$ cat config.mk
export PLATFORM = sky130hd
export DESIGN_NAME = tdm_demux4_flat
export DESIGN_NICKNAME = d
export VERILOG_FILES = /design/src/rtl/tdm_demux4_if.sv /design/src/rtl/tdm_demux4.sv /design/src/flat_wrapper.sv
export SDC_FILE = /design/constraint.sdc
export NUM_CORES = 1
export LEC_CHECK = 0
export CORE_ASPECT_RATIO = 0.8
export CORE_MARGIN = 3
export CORE_UTILIZATION = 45
export CTS_CLUSTER_DIAMETER = 120
export DETAILED_ROUTE_END_ITERATION = 7
export PLACE_DENSITY = 0.74
export SLEW_MARGIN = 5
export SYNTH_ARGS = -nofsm -noshare
export SYNTH_HDL_FRONTEND = slang
export SYNTH_SLANG_ARGS = --single-unit
$ cat constraint.sdc
create_clock -name clk -period 4.7 [get_ports clk]
set_clock_uncertainty 0.2 [all_clocks]
set_input_delay 0.47 -clock clk [delete_from_list [all_inputs] [get_ports clk]]
set_output_delay 0.47 -clock clk [all_outputs]
set_load 0.02 [all_outputs]
$ cat src/rtl/tdm_demux4_if.sv
// Bundle of the TDM receive lane and the demultiplexed frame outputs.
interface tdm_demux4_if #(
    parameter int unsigned CNT_W = 8
);
    logic             en;
    logic             sync;
    logic             din;
    logic [0:3]       dout;
    logic             frame_valid;
    logic             locked;
    logic [1:0]       slot;
    logic             sync_err;
    logic [CNT_W-1:0] frame_cnt;

    // Transmit/stimulus side: drives the serial lane, observes frames.
    modport master (
        output en,
        output sync,
        output din,
        input  dout,
        input  frame_valid,
        input  locked,
        input  slot,
        input  sync_err,
        input  frame_cnt
    );

    // Receiver side: samples the serial lane, presents parallel frames.
    modport slave (
        input  en,
        input  sync,
        input  din,
        output dout,
        output frame_valid,
        output locked,
        output slot,
        output sync_err,
        output frame_cnt
    );
endinterface

$ cat src/rtl/tdm_demux4.sv
// 4-slot TDM demultiplexer: serial lane with frame-start marker in,
// one parallel 4-bit frame per completed slot sequence out.
module tdm_demux4 #(
    parameter int unsigned CNT_W = 8
) (
    input  logic         clk,
    input  logic         rst,
    tdm_demux4_if.slave  bus
);

    localparam int unsigned SLOT_W  = 2;
    localparam int unsigned FRAME_W = 4;
    localparam int unsigned BUF_W   = 3;

    typedef enum logic {
        S_UNLOCKED = 1'b0,
        S_LOCKED   = 1'b1
    } state_t;

    state_t              r_state;
    state_t              w_state_nxt;
    logic [SLOT_W-1:0]   r_slot;
    logic [SLOT_W-1:0]   w_slot_nxt;
    logic [0:BUF_W-1]    r_buf;
    logic [0:BUF_W-1]    w_buf_nxt;
    logic [0:FRAME_W-1]  r_dout;
    logic [0:FRAME_W-1]  w_dout_nxt;
    logic                r_frame_valid;
    logic                w_frame_valid_nxt;
    logic                r_sync_err;
    logic                w_sync_err_nxt;
    logic [CNT_W-1:0]    r_frame_cnt;
    logic [CNT_W-1:0]    w_frame_cnt_nxt;

    // State, slot pointer, partial-frame buffer and output registers.
    always_ff @(posedge clk or posedge rst) begin
        if (rst) begin
            r_state       <= S_UNLOCKED;
            r_slot        <= '0;
            r_buf         <= '0;
            r_dout        <= '0;
            r_frame_valid <= 1'b0;
            r_sync_err    <= 1'b0;
            r_frame_cnt   <= '0;
        end else begin
            r_state       <= w_state_nxt;
            r_slot        <= w_slot_nxt;
            r_buf         <= w_buf_nxt;
            r_dout        <= w_dout_nxt;
            r_frame_valid <= w_frame_valid_nxt;
            r_sync_err    <= w_sync_err_nxt;
            r_frame_cnt   <= w_frame_cnt_nxt;
        end
    end

    // Next-state: a sync restarts the frame at slot 0 (flagging a resync if
    // mid-frame); otherwise a locked receiver walks slots 0..3 and emits on 3.
    always_comb begin
        w_state_nxt       = r_state;
        w_slot_nxt        = r_slot;
        w_buf_nxt         = r_buf;
        w_dout_nxt        = r_dout;
        w_frame_valid_nxt = 1'b0;
        w_sync_err_nxt    = 1'b0;
        w_frame_cnt_nxt   = r_frame_cnt;

        if (bus.en) begin
            if (bus.sync) begin
                w_state_nxt    = S_LOCKED;
                w_buf_nxt[0]   = bus.din;
                w_slot_nxt     = SLOT_W'(1);
                w_sync_err_nxt = (r_state == S_LOCKED) && (r_slot != '0);
            end else if (r_state == S_LOCKED) begin
                case (r_slot)
                    2'd0: begin
                        w_buf_nxt[0] = bus.din;
                        w_slot_nxt   = SLOT_W'(1);
                    end
                    2'd1: begin
                        w_buf_nxt[1] = bus.din;
                        w_slot_nxt   = SLOT_W'(2);
                    end
                    2'd2: begin
                        w_buf_nxt[2] = bus.din;
                        w_slot_nxt   = SLOT_W'(3);
                    end
                    default: begin
                        w_dout_nxt        = {r_buf[0], r_buf[1], r_buf[2], bus.din};
                        w_frame_valid_nxt = 1'b1;
                        w_slot_nxt        = '0;
                        if (!(&r_frame_cnt)) begin
                            w_frame_cnt_nxt = r_frame_cnt + CNT_W'(1);
                        end
                    end
                endcase
            end
        end
    end

    assign bus.dout        = r_dout;
    assign bus.frame_valid = r_frame_valid;
    assign bus.locked      = (r_state == S_LOCKED);
    assign bus.slot        = r_slot;
    assign bus.sync_err    = r_sync_err;
    assign bus.frame_cnt   = r_frame_cnt;

endmodule

$ cat src/flat_wrapper.sv
// flat-port wrapper written by rule: the top's interface ports become plain ports
module tdm_demux4_flat 
#(
    parameter int unsigned CNT_W = 8
)
  (clk, rst, bus_en, bus_sync, bus_din, bus_dout, bus_frame_valid, bus_locked, bus_slot, bus_sync_err, bus_frame_cnt);
  tdm_demux4_if #(.CNT_W(CNT_W)) bus_i ();
  input  logic clk;
  input  logic rst;
  input wire logic [$bits(bus_i.en)-1:0] bus_en;
  input wire logic [$bits(bus_i.sync)-1:0] bus_sync;
  input wire logic [$bits(bus_i.din)-1:0] bus_din;
  output wire logic [$bits(bus_i.dout)-1:0] bus_dout;
  output wire logic [$bits(bus_i.frame_valid)-1:0] bus_frame_valid;
  output wire logic [$bits(bus_i.locked)-1:0] bus_locked;
  output wire logic [$bits(bus_i.slot)-1:0] bus_slot;
  output wire logic [$bits(bus_i.sync_err)-1:0] bus_sync_err;
  output wire logic [$bits(bus_i.frame_cnt)-1:0] bus_frame_cnt;
  assign bus_i.en = bus_en;
  assign bus_i.sync = bus_sync;
  assign bus_i.din = bus_din;
  assign bus_dout = bus_i.dout;
  assign bus_frame_valid = bus_i.frame_valid;
  assign bus_locked = bus_i.locked;
  assign bus_slot = bus_i.slot;
  assign bus_sync_err = bus_i.sync_err;
  assign bus_frame_cnt = bus_i.frame_cnt;
  tdm_demux4 #(.CNT_W(CNT_W)) u_core (.clk(clk), .rst(rst), .bus(bus_i));
endmodule
* Yosys cells after proc, flatten, opt, wreduce, memory -nomap -nowiden
Index checks and enable logic that the tools add are counted.
Word-level totals: bits in registers 20, latch bits 0, memory bits (writable) 0, ROM bits 0, input port bits 5, output and inout bits 17, word-level logic and storage cells 43, memories 0
Cells by class: $add $sub $neg 1, multiply operators 0, div/mod/pow operators 0, $lt $le $gt $ge 0, equality and inequality tests 2, shift-type cells 0, multiplexer cells 14, bitwise logic cells 3, reductions and logical operators 14
Operators by type and width (number):
- $reduce_and 4->1 | 3
- $mux 1 | 10
- $add 8x1->8 const B | 1
- $reduce_and 8->1 | 1
- $pmux 2 s3 | 1
- $reduce_bool 2->1 | 3
- $reduce_and 5->1 | 1
- $mux 2 | 2
- $reduce_and 2->1 | 2
- $mux 3 | 1
- $not 1->1 | 3
- $reduce_and 3->1 | 1
- $reduce_or 3->1 | 1
- $eq 2x1->1 const B | 1
- $eq 2x2->1 const B | 1
- $logic_not 2->1 | 1
- $logic_and 1x1->1 | 1

* Depth between registers and ports, before layout
word-level depth 6, gate-level depth with buffers 5, depth with buffers taken out 5

* Least setup slack after synthesis
Ideal clock, no wire load.
path kind register -> register, from register u_core.r_slot[0], in the netlist u_core.bus.slot[0], to register u_core.r_frame_cnt[1], in the netlist u_core.bus.frame_cnt[1], library setup time 0.125 ns, arrival time 1.460 ns, required time 4.375 ns, path slack 2.916 ns, stages on the path, launching flop included 5, buffers on the path 0, clock period less this slack 1.784 ns, cell sequence dfrtp_1 -> ha_1 -> nand4b_4 -> a21oi_2 -> mux2_2
Between the ends: longest elaborated chain between the ends 4, elaborated cells on any way between the ends 6, classes of those cells 2 x eq/ne; 1 x bitwise; 3 x reduce/logical
RTL lines:
- start: declaration | line tdm_demux4.sv:22 | logic [SLOT_W-1:0] r_slot;
- start signal: assignment | line tdm_demux4.sv:47 | r_slot <= w_slot_nxt;
- $eq 2x2->1, or another cell as far along | line tdm_demux4.sv:74 | case (r_slot)
- $reduce_or 3->1 (no line) (*)
- $not 1->1 (no line) (*)
- $reduce_and 5->1 (no line) (*)
- end signal: assignment | line tdm_demux4.sv:52 | r_frame_cnt <= w_frame_cnt_nxt;
- end: declaration | line tdm_demux4.sv:32 | logic [CNT_W-1:0] r_frame_cnt;
Every way passes the cells marked *; elsewhere a longest branch is shown, timed or not. A chain may end at the register's enable or synchronous reset.

* Final worst setup path
from register u_core.r_state, in the netlist u_core.bus.locked, to output bus_locked
RTL lines:
- start: declaration | line tdm_demux4.sv:20 | state_t r_state;
- start signal: assignment | line tdm_demux4.sv:46 | r_state <= w_state_nxt;
- end: declaration | line flat_wrapper.sv:15 | output wire logic [$bits(bus_i.locked)-1:0] bus_locked;
No word-level cell between the ends.

==> summary by stage <==
Outcome
The flow ran to the end, and the final reports show no timing, DRC or antenna violations.

Min path
The worst hold-check path type is register to register.

Synthesis
The synthesized netlist contains 21 unique library cells. The Yosys step of the flow raised 0 warnings. The number of register bits inferred by synthesis is 20. The most repeated cell in the gate-level netlist after synthesis is sky130_fd_sc_hd__dfrtp_1. The synthesized cell area is 895.9 sq um. The number of nets handed over by synthesis was 80. Counting every instance in the synthesized netlist gives 70. The synthesized design contains 0 enable-type register cells. The proportion of synthesized chip area in sequential cells is 0.5587. The fraction of registers with async set/reset is 1.000.

Among all flip-flop cells after synthesis, the most frequent one is sky130_fd_sc_hd__dfrtp_1. Of the post-synthesis cell area, the dominant cell type holds 0.5587. By count the netlist is led by sky130_fd_sc_hd__dfrtp_1, sky130_fd_sc_hd__mux2_2, sky130_fd_sc_hd__nand2_1.

Ranked by total cell area, the synthesized netlist is headed by sky130_fd_sc_hd__dfrtp_1, sky130_fd_sc_hd__mux2_2, sky130_fd_sc_hd__ha_1. Averaged over all synthesized cells, the footprint is 12.80 sq um. The dominant cell type by area after synthesis is sky130_fd_sc_hd__dfrtp_1.

Power
In this run the power density over the cells is 441.1 nW/um^2. The static power due to leakage is 0.5238 nW. The worst vdd rail ir drop is 0.3330 mV.

Clock network
The number of setup buffers added after CTS is 0. The sink count of the clock tree is 20. Clock-pin slew was measured on the worst setup and hold paths at 0.10 ns. The post-cts repair resize count is 0. Clock latency on the worst-skew pair, taken at its later pin, is 0.29 ns. The number of buffers inserted during clock tree synthesis is 3.

The number of buffers inserted by hold repair at cts is 0. The CTS tree is done. In this run the deepest clock path goes through 2 buffers. The level count of the clock H-tree is 1. In this run the clock root is driven by a sky130_fd_sc_hd__clkbuf_4.

Layout
The number of nets in the final layout is 106. The repair_antennas step left the layout with diodes totalling 0. The layout-stage area growth over the synthesis result is 29.05%. The share of post-route cells with drive strength above 1 is 0.1596.

The final core utilization is 0.6643.

Flow run
The total of max-cap violations is 0.

Floorplanning
In this run the horizontal extent of the chip is 55.89 microns. The area of the core is 1740 sq um. The floorplan has 13 rows. Pin placement for this block handled 22 I/O pins. The die outline height is 45.91 microns. The full die area is 2565 sq um. The effective utilization at floorplan is 0.5147.

Detailed routing
Using the TritonRoute via totals, the vias-per-cell ratio works out to 5.103. The average wire per cell in the routed design is 12.80 microns. In this run the remaining antenna-violating nets after routing total 0. The routed via count is 592. The final routed wirelength across all metal layers is 1.485 mm. The detailed router finished its first iteration with 5 violations. In the routed design, unresolved DRC markers number 0. The pre-antenna-repair detailed-routing pass consisted of 3 iterations.

Timing
At the pin with the least slew margin, the transition time is 0.7116 ns. The final max-slew violation count is 0. The worst slew margin relative to its limit is 0.5251.

Setup repair after global routing left no endpoint under its margin. The minimum clock period is 2.093 ns. The total negative slack is 0 ns.

Based on the critical path, the design can be clocked at up to 0.4779 GHz. The final count of hold timing violations is 0. Setup violations remaining at the end of the flow were counted as 0.

In the finished design, the share of the clock period the worst path needs comes to 0.4452.

Global routing
The via count of the first global-routing pass is 580. The maximum number of pins on one net before global-route repair is 21. The sum of overflow across all layers after global routing is 0. The initial antenna violation count is 0. The global-route usage over all layers is 0.1405. The wire length of the first global-routing pass is 2.635 mm.

Setup path
The slowest library cell on the worst path is sky130_fd_sc_hd__clkdlybuf4s50_1. The arrival time reported for the critical path endpoint is 1.42 ns. The setup path with the least slack is of type register to output pin.

Of all nets on the critical path, the largest fanout is 6. The number of buffers and inverters on the critical path is 1. In this design, the largest share of critical-path delay is due to buffers and inverters. For this run, the slowest stage of the critical path takes 0.65 ns. The worst setup path is launched from a register.

The signal on the critical path passes through clkdlybuf4s50_1. At the worst endpoint, the required time is 4.03 ns. STA classifies the critical path endpoint as an output pin.

Place
The number of buffers inserted by port buffering is 21. The final weighted congestion of routability-driven global placement is 0.7285. The placed wire-length estimate after detailed placement is 1.185 mm.
-- worst paths after layout --
path | start | slack, ns | cells past startpoint | to
worst max-delay path | u_core.bus.locked | 2.61 | 1 | bus_locked
worst min-delay path | u_core.bus.frame_cnt[7] | 0.31 | 1 | u_core.bus.frame_cnt[7]
worst max register to register | u_core.bus.frame_cnt[0] | 2.91 | 4 | u_core.bus.frame_cnt[1]
worst min register to register | u_core.bus.frame_cnt[7] | 0.31 | 1 | u_core.bus.frame_cnt[7]
max in group asynchronous | rst | 3.46 | 2 | u_core.bus.frame_cnt[4]
min in group asynchronous | rst | 0.40 | 2 | u_core.bus.sync_err
-- layout by cell type (no fill, tap or decap), types with 2 or more instances in the layout --
master / count
sky130_fd_sc_hd__a21oi_1: 2
sky130_fd_sc_hd__xor2_1: 2
sky130_fd_sc_hd__and3_1: 2
sky130_fd_sc_hd__mux2_2: 8
sky130_fd_sc_hd__ha_1: 5
sky130_fd_sc_hd__inv_1: 4
sky130_fd_sc_hd__nand2_1: 6
sky130_fd_sc_hd__dfrtp_1: 20
sky130_fd_sc_hd__clkdlybuf4s50_1: 21
sky130_fd_sc_hd__nor2_1: 3
sky130_fd_sc_hd__nand3_1: 3
sky130_fd_sc_hd__xnor2_1: 5
sky130_fd_sc_hd__clkbuf_4: 3
-- cell families (layout without fill, tap and decap cells) --
| family | count (synthesis) | after routing | share of synthesized area |
|---|---|---|---|
| AOI/OAI and AO/OA | 7 | 7 | 0.05866 |
| adders and majority gates | 5 | 5 | 0.06983 |
| muxes | 8 | 8 | 0.1006 |
| DFF | 20 | 20 | 0.5587 |
| buffers and inverters | 4 | 28 | 0.01675 |
| and+or+nand+nor | 19 | 19 | 0.1271 |
| xor gates and xnor gates | 7 | 7 | 0.06844 |
-- where the power goes --
part / internal [W] / switching, W / leakage (nW)
Clock: 0.0000298 / 0.0000449 / 0.0138
Combinational: 0.000100 / 0.0000882 / 0.258
Sequential: 0.000215 / 0.0000317 / 0.252
Total: 0.000345 / 0.000165 / 0.524
-- stage by stage --
step	worst slack, ns	hold WS (ns)	total power [W]	instance area (sq um)	std cells
after floorplan	2.916	0.2338	0.0003504	895.9	70
final	2.607	0.3086	0.0005099	1156	116
after CTS	2.592	0.3119	0.0005195	1156	116
after global placement	2.535	0.2827	0.0004401	1134	113
after global routing	2.537	0.3255	0.0005495	1156	116
after detailed placement	2.453	0.2939	0.0004432	1134	113
-- sequential cells by signal, indices dropped and copies added, names as in the netlist --
name / flops
u_core.bus.frame_valid: 1
u_core.bus.slot: 2
u_core.r_buf: 3
u_core.bus.sync_err: 1
u_core.bus.dout: 4
u_core.bus.locked: 1
u_core.bus.frame_cnt: 8
-- layer usage --
metal / part of all wire / vias up / track usage
li1: - / 297 / -
met1: 0.48 / 276 / 0.1773
met4: 0.013 / 0 / 0.05687
met2: 0.44 / 17 / 0.2170
met5: 0 / - / 0
met3: 0.065 / 2 / 0.05949
-- area by class of cell --
class	instances	area, sq um
sequential	20	500.5
fill	156	584.3
multi-input combinational	46	380.4
tap	22	27.53
timing repair buffer	21	210.2
inverter	4	15.01
clock buffer	3	22.52
(Power assumes the default switching activity.)
==> edit 1: new RTL, same settings <==
Take the reset off `r_dout` and load it in a clocked block of its own.
--- a/src/rtl/tdm_demux4.sv
+++ b/src/rtl/tdm_demux4.sv
@@ -38,7 +38,6 @@
             r_state       <= S_UNLOCKED;
             r_slot        <= '0;
             r_buf         <= '0;
-            r_dout        <= '0;
             r_frame_valid <= 1'b0;
             r_sync_err    <= 1'b0;
             r_frame_cnt   <= '0;
@@ -46,11 +45,14 @@
             r_state       <= w_state_nxt;
             r_slot        <= w_slot_nxt;
             r_buf         <= w_buf_nxt;
-            r_dout        <= w_dout_nxt;
             r_frame_valid <= w_frame_valid_nxt;
             r_sync_err    <= w_sync_err_nxt;
             r_frame_cnt   <= w_frame_cnt_nxt;
         end
+    end
+
+    always_ff @(posedge clk) begin
+        r_dout <= w_dout_nxt;
     end
 
     // Next-state: a sync restarts the frame at slot 0 (flagging a resync if
Formal check against the unedited RTL: differs if rst is asserted again (counterexample within 10 cycles, from zero or initial values and one cycle with rst high); with rst held inactive, the same outputs for 10 cycles.
==> edit 1 against the unedited design <==
  * Power fell by 3.2%
  * Synthesized cell count fell by 1.4%
  * Sequential power fell by 6%
  * Sequential share of layout area rose by 0.73 points
  * Synthesized area fell by 0.42%
  * Hold slack got worse by 52 ps
  * Highest routed layer unchanged
  * Critical path type unchanged
  * Sequential cell count did not move
  * Combinational power fell by 34%
  * Worst setup slack improved by 31 ps
  * Wire length rose by 1.1%
  * Final area rose by 2.3%
==> edit 1: results (changes against the unedited design) <==
- H-tree Lvls: 1 (unchanged)
- Synth Area in Compound Gates: 0.0547 (-0.00396)
- Mux contribution to synthesized area: 0.0505 (-0.0501)
- Routed vias/inst: 4.83 (-5.4%)
- Metal1 wirelength: 794 um (+11%)
- Max clock buf depth: 2 (unchanged)
- Met1 usage: 0.171 (-0.00588)
- Drt pass-1 iters: 4 (+1)
- Post-synth top cells: dfrtp_1, nand2_1, nor2_1, xor2_1, ha_1
- Met3 wire length: 78 um (-19%)
- Worst VDD drop: 0.498 mV (+50%)
- Leakage: 0.541 nW (+3.3%)
- Post-synthesis net count: 79 (-1.3%)
- Mapped Cells: 69 (-1.4%)
- Hold depth: 0 (-1)
- R2R depth: 5 (+1)
- Drt wl/cell: 12.9 um (+1.1%)
- Top delay family on crit path: buffers and inverters
- Initial drt markers: 11 (+6)
- Uppermost layer routed: met4
- Dpl ws: 2480 ps (+26.4 ps)
- Antenna violations before repair: 0 (unchanged)
- First-pass GRT wire length: 2400 um (-8.9%)
- Synth top area cells: dfrtp_1, edfxtp_1, ha_1, xor2_1, mux2_2
- Placed cells: 112 (-0.88%)
- Netlist cell types: 24 (+14%)
- Number of synthesized flops with an enable pin: 4 (+4)
- Crit-path max FO: 5 (-1)
- Worst skew pair latency: 290 ps (about the same)
- TritonCTS buffer count: 3 (unchanged)
- Metal2 WL: 618 um (-4.9%)
- M2 GR Usage: 0.191 (-0.0259)
- Worst stage delay on the critical path: 640 ps
- Status: finished clean
- Placed cell area: 1130 um2 (-0.33%)
- GP Congestion: 0.802 (+10%)
- Post-Synth Adder-Cell Area: 0.0701 (+0.000294)
- Critical path's slowest cell: clkdlybuf4s50_1
- Fillers: 133 (-15%)
- Post-synthesis xor/xnor area fraction: 0.0687 (+0.000288)
- Number of global-route vias before repair: 523 (-9.8%)
- GR Util All Layers: 0.127 (-0.0137)
- Register area share after synthesis: 0.583 (+0.0248)
- Largest net degree at the start of global routing: 17 (-19%)
- Share of layout cells above drive strength 1: 0.128 (-0.0319)
- Ys async rst share: 0.800 (-0.200)
- Max transition margin: 0.604 (+0.0784)
- Met3 Use GR: 0.0538 (-0.00567)
- Post-route insts no fill: 116 (unchanged)
- Post-DP HPWL: 1120 um (-5.7%)
[edit 1: cell count changes after synthesis, moves of 2 or more]
| cell | unedited run | this run |
|---|---|---|
| nand3_1 | 3 | 1 |
| and3_1 | 2 | 0 |
| nor2_1 | 3 | 6 |
| mux2_2 | 8 | 3 |
| dfrtp_1 | 20 | 16 |
| a21o_1 | 0 | 2 |
| edfxtp_1 | 0 | 4 |
| xnor2_1 | 5 | 1 |
| nand2_1 | 6 | 8 |
| xor2_1 | 2 | 6 |
[edit 1: worst paths after layout]
check	from	endpoint	slack (ps)
hold / removal	u_core.r_buf[2]	u_core.bus.dout[2]	260
max in group asynchronous	rst	u_core.r_buf[0]	3590
setup / recovery	u_core.bus.frame_cnt[3]	bus_frame_cnt[3]	2640
setup reg to reg	u_core.bus.slot[0]	u_core.bus.frame_cnt[6]	2890
min in group asynchronous	rst	u_core.bus.frame_cnt[3]	330
hold reg to reg	u_core.r_buf[2]	u_core.bus.dout[2]	260
[edit 1: power breakdown]
group          switching, mW  leakage, nW  total (mW)  internal, mW
clock network         0.0496       0.0279       0.136        0.0861
registers             0.0253        0.239       0.233         0.208
logic                 0.0623        0.274       0.125        0.0624
[edit 1: final cells by class]
cell class,instances,area (um2),share of cell area
repair buffers,21,210,0.178
flip-flops and latches,20,520,0.440
clock buffers,3,22.5,0.0190
inverters,4,15.0,0.0127
well taps,22,27.5,0.0233
clock inverters,1,30.0,0.0254
multi-input cells,45,357,0.302
[edit 1: kinds of logic (layout without fill, tap and decap cells)]
family / Yosys count / count (layout)
AO/OA/AOI/OAI: 6 / 6
adder cells (fa/ha/maj): 5 / 5
multiplexers: 4 / 4
AND/OR/NAND/NOR: 23 / 23
XOR/XNOR: 7 / 7
buffers and inverters: 4 / 29
flip-flops: 20 / 20
==> edit 2: new RTL, same settings <==
Made on the original files. `CNT_W` is set to 8 in 3 places; all go to 12.
--- a/src/rtl/tdm_demux4_if.sv
+++ b/src/rtl/tdm_demux4_if.sv
@@ -1,6 +1,6 @@
 // Bundle of the TDM receive lane and the demultiplexed frame outputs.
 interface tdm_demux4_if #(
-    parameter int unsigned CNT_W = 8
+    parameter int unsigned CNT_W = 12
 );
     logic             en;
     logic             sync;
--- a/src/rtl/tdm_demux4.sv
+++ b/src/rtl/tdm_demux4.sv
@@ -1,7 +1,7 @@
 // 4-slot TDM demultiplexer: serial lane with frame-start marker in,
 // one parallel 4-bit frame per completed slot sequence out.
 module tdm_demux4 #(
-    parameter int unsigned CNT_W = 8
+    parameter int unsigned CNT_W = 12
 ) (
     input  logic         clk,
     input  logic         rst,
--- a/src/flat_wrapper.sv
+++ b/src/flat_wrapper.sv
@@ -1,7 +1,7 @@
 // flat-port wrapper written by rule: the top's interface ports become plain ports
 module tdm_demux4_flat 
 #(
-    parameter int unsigned CNT_W = 8
+    parameter int unsigned CNT_W = 12
 )
   (clk, rst, bus_en, bus_sync, bus_din, bus_dout, bus_frame_valid, bus_locked, bus_slot, bus_sync_err, bus_frame_cnt);
   tdm_demux4_if #(.CNT_W(CNT_W)) bus_i ();
Interface: changed (resized bus_frame_cnt); port bits go from 22 to 26. No check against the original RTL was run, so the function may have changed too.
==> edit 2 against the unedited design <==
  * Final area is 26% higher
  * Hold slack worse by 21 ps
  * Power is 8.0% higher
  * Critical path type is now in -> reg
  * Sequential cell count is 4 higher
  * Synthesized area is 28% higher
  * Worst setup slack worse by 120 ps
  * Critical path depth is 6 higher
  * Sequential share of layout area is 2.2 points lower
  * Clock power is 14% higher
  * Wire length is 47% higher
  * Highest routed layer unchanged
  * Via count is 40% higher
==> edit 2: results (changes against the unedited design) <==
- Register area share after synthesis: 0.525 (-0.0341)
- GR Util All Layers: 0.152 (+0.0114)
- Fillers: 191 (+22%)
- Number of global-route vias before repair: 778 (+34%)
- Initial drt markers: 26 (+21)
- Post-synth top cells: dfrtp_1, nand2_1, nand3_1
- Drt pass-1 iters: 4 (+1)
- Synth top area cells: dfrtp_1, nand2_1, ha_1, mux2_2, xor2_1
- Final nets: 142 (+34%)
- Netlist cell types: 31 (+48%)
- First-pass GRT wire length: 3750 um (+42%)
- CP Data Arrival Time: 2220 ps (+800 ps)
- Slew @ Worst Pin: 869 ps (+157 ps)
- Worst stage delay on the critical path: 480 ps (-170 ps)
- Dpl ws: 2150 ps (-303 ps)
- HP Class: reg -> reg
- Share of layout cells above drive strength 1: 0.154 (-0.00573)
- Total number of vias: 826 (+40%)
- Worst VDD drop: 0.328 mV (-1.4%)
- Post-DP HPWL: 1660 um (+40%)
- Status: finished clean
- Leakage: 0.693 nW (+32%)
- CTS-repair resized insts: 0 (unchanged)
- TritonCTS buffer count: 3 (unchanged)
- Port bufs: 25 (+19%)
- Drt wl/cell: 13.3 um (+4.0%)
- Clock Pin Slew Worst Setup and Hold Paths: 120 ps (+20 ps)
- Number of synthesized flops with an enable pin: 0 (unchanged)
- Post-synthesis net count: 112 (+40%)
- Largest net degree at the start of global routing: 25 (+19%)
- Top_reg_cell synth: dfrtp_1
- Max FFs per register: 12 (+4)
- Worst skew pair latency: 310 ps (+20 ps)
- Crit-path max FO: 9 (+3)
- GP Congestion: 0.811 (+11%)
==> edit 2: cell types whose count changed in the layout (fill, tap and decap cells not counted), moves of 2 or more <==
cell,before,now
nand2_1,6,19
clkdlybuf4s50_1,21,25
dfrtp_1,20,24
mux2_2,8,5
nand3_1,3,6
nor3_1,0,3
xor2_1,2,5
xnor2_1,5,3
==> edit 2: metrics by stage <==
| step | std cells | power [mW] | area, um2 |
|---|---|---|---|
| CTS | 164 | 0.557 | 1460 |
| finish | 164 | 0.551 | 1460 |
| global route | 164 | 0.591 | 1460 |
| global placement | 161 | 0.464 | 1440 |
| detailed placement | 161 | 0.469 | 1440 |
| floorplan | 102 | 0.380 | 1140 |
==> edit 2: critical path: cells and delay by family <==
family | cells | cell delay [ps]
simple gates | 4 | 880
buf+inv | 2 | 570
mux | 1 | 290
==> edit 2: cell families (layout without fill, tap and decap cells) <==
group                      count (synthesis)  after routing  synth area share
and+or+nand+nor                           46             46             0.226
AOI/OAI and AO/OA                          8              8            0.0503
buffers and inverters                      5             33            0.0208
xor gates and xnor gates                   8              8            0.0612
DFF                                       24             24             0.525
adders and majority gates                  5              5            0.0546
muxes                                      6              6            0.0623
==> edit 2: power by group <==
part / internal, mW / switching, mW / leakage (nW)
Sequential: 0.247 / 0.0382 / 0.305
Clock: 0.0299 / 0.0555 / 0.0138
Combinational: 0.0907 / 0.0899 / 0.375
Total: 0.367 / 0.184 / 0.693
==> edit 2: final timing paths <==
| check | from | to | slack, ps | depth (start not counted) |
|---|---|---|---|---|
| max | bus_sync | u_core.bus.frame_cnt[8] | 2480 | 7 |
| min | u_core.r_buf[2] | u_core.bus.dout[2] | 290 | 2 |
| max reg2reg | u_core.bus.locked | u_core.bus.frame_cnt[8] | 2770 | 6 |
| min reg2reg | u_core.r_buf[2] | u_core.bus.dout[2] | 290 | 2 |
| max in group asynchronous | rst | u_core.bus.slot[0] | 3330 | 2 |
| min in group asynchronous | rst | u_core.bus.dout[2] | 440 | 2 |
==> edit 2: layout make-up <==
class                   instances  area [um2]  share of cell area
flip-flops and latches         24         601               0.411
multi-input cells              73         520               0.356
repair buffers                 25         250               0.171
well taps                      34        42.5              0.0291
inverters                       5        23.8              0.0163
clock buffers                   3        22.5              0.0154
==> edit 2: metal layers <==
metal,track usage,vias to the layer above,share of wire
met5,0,-,0
met4,0.0220,0,0.0055
met3,0.0571,2,0.075
met2,0.232,29,0.42
met1,0.211,386,0.50
li1,-,409,-
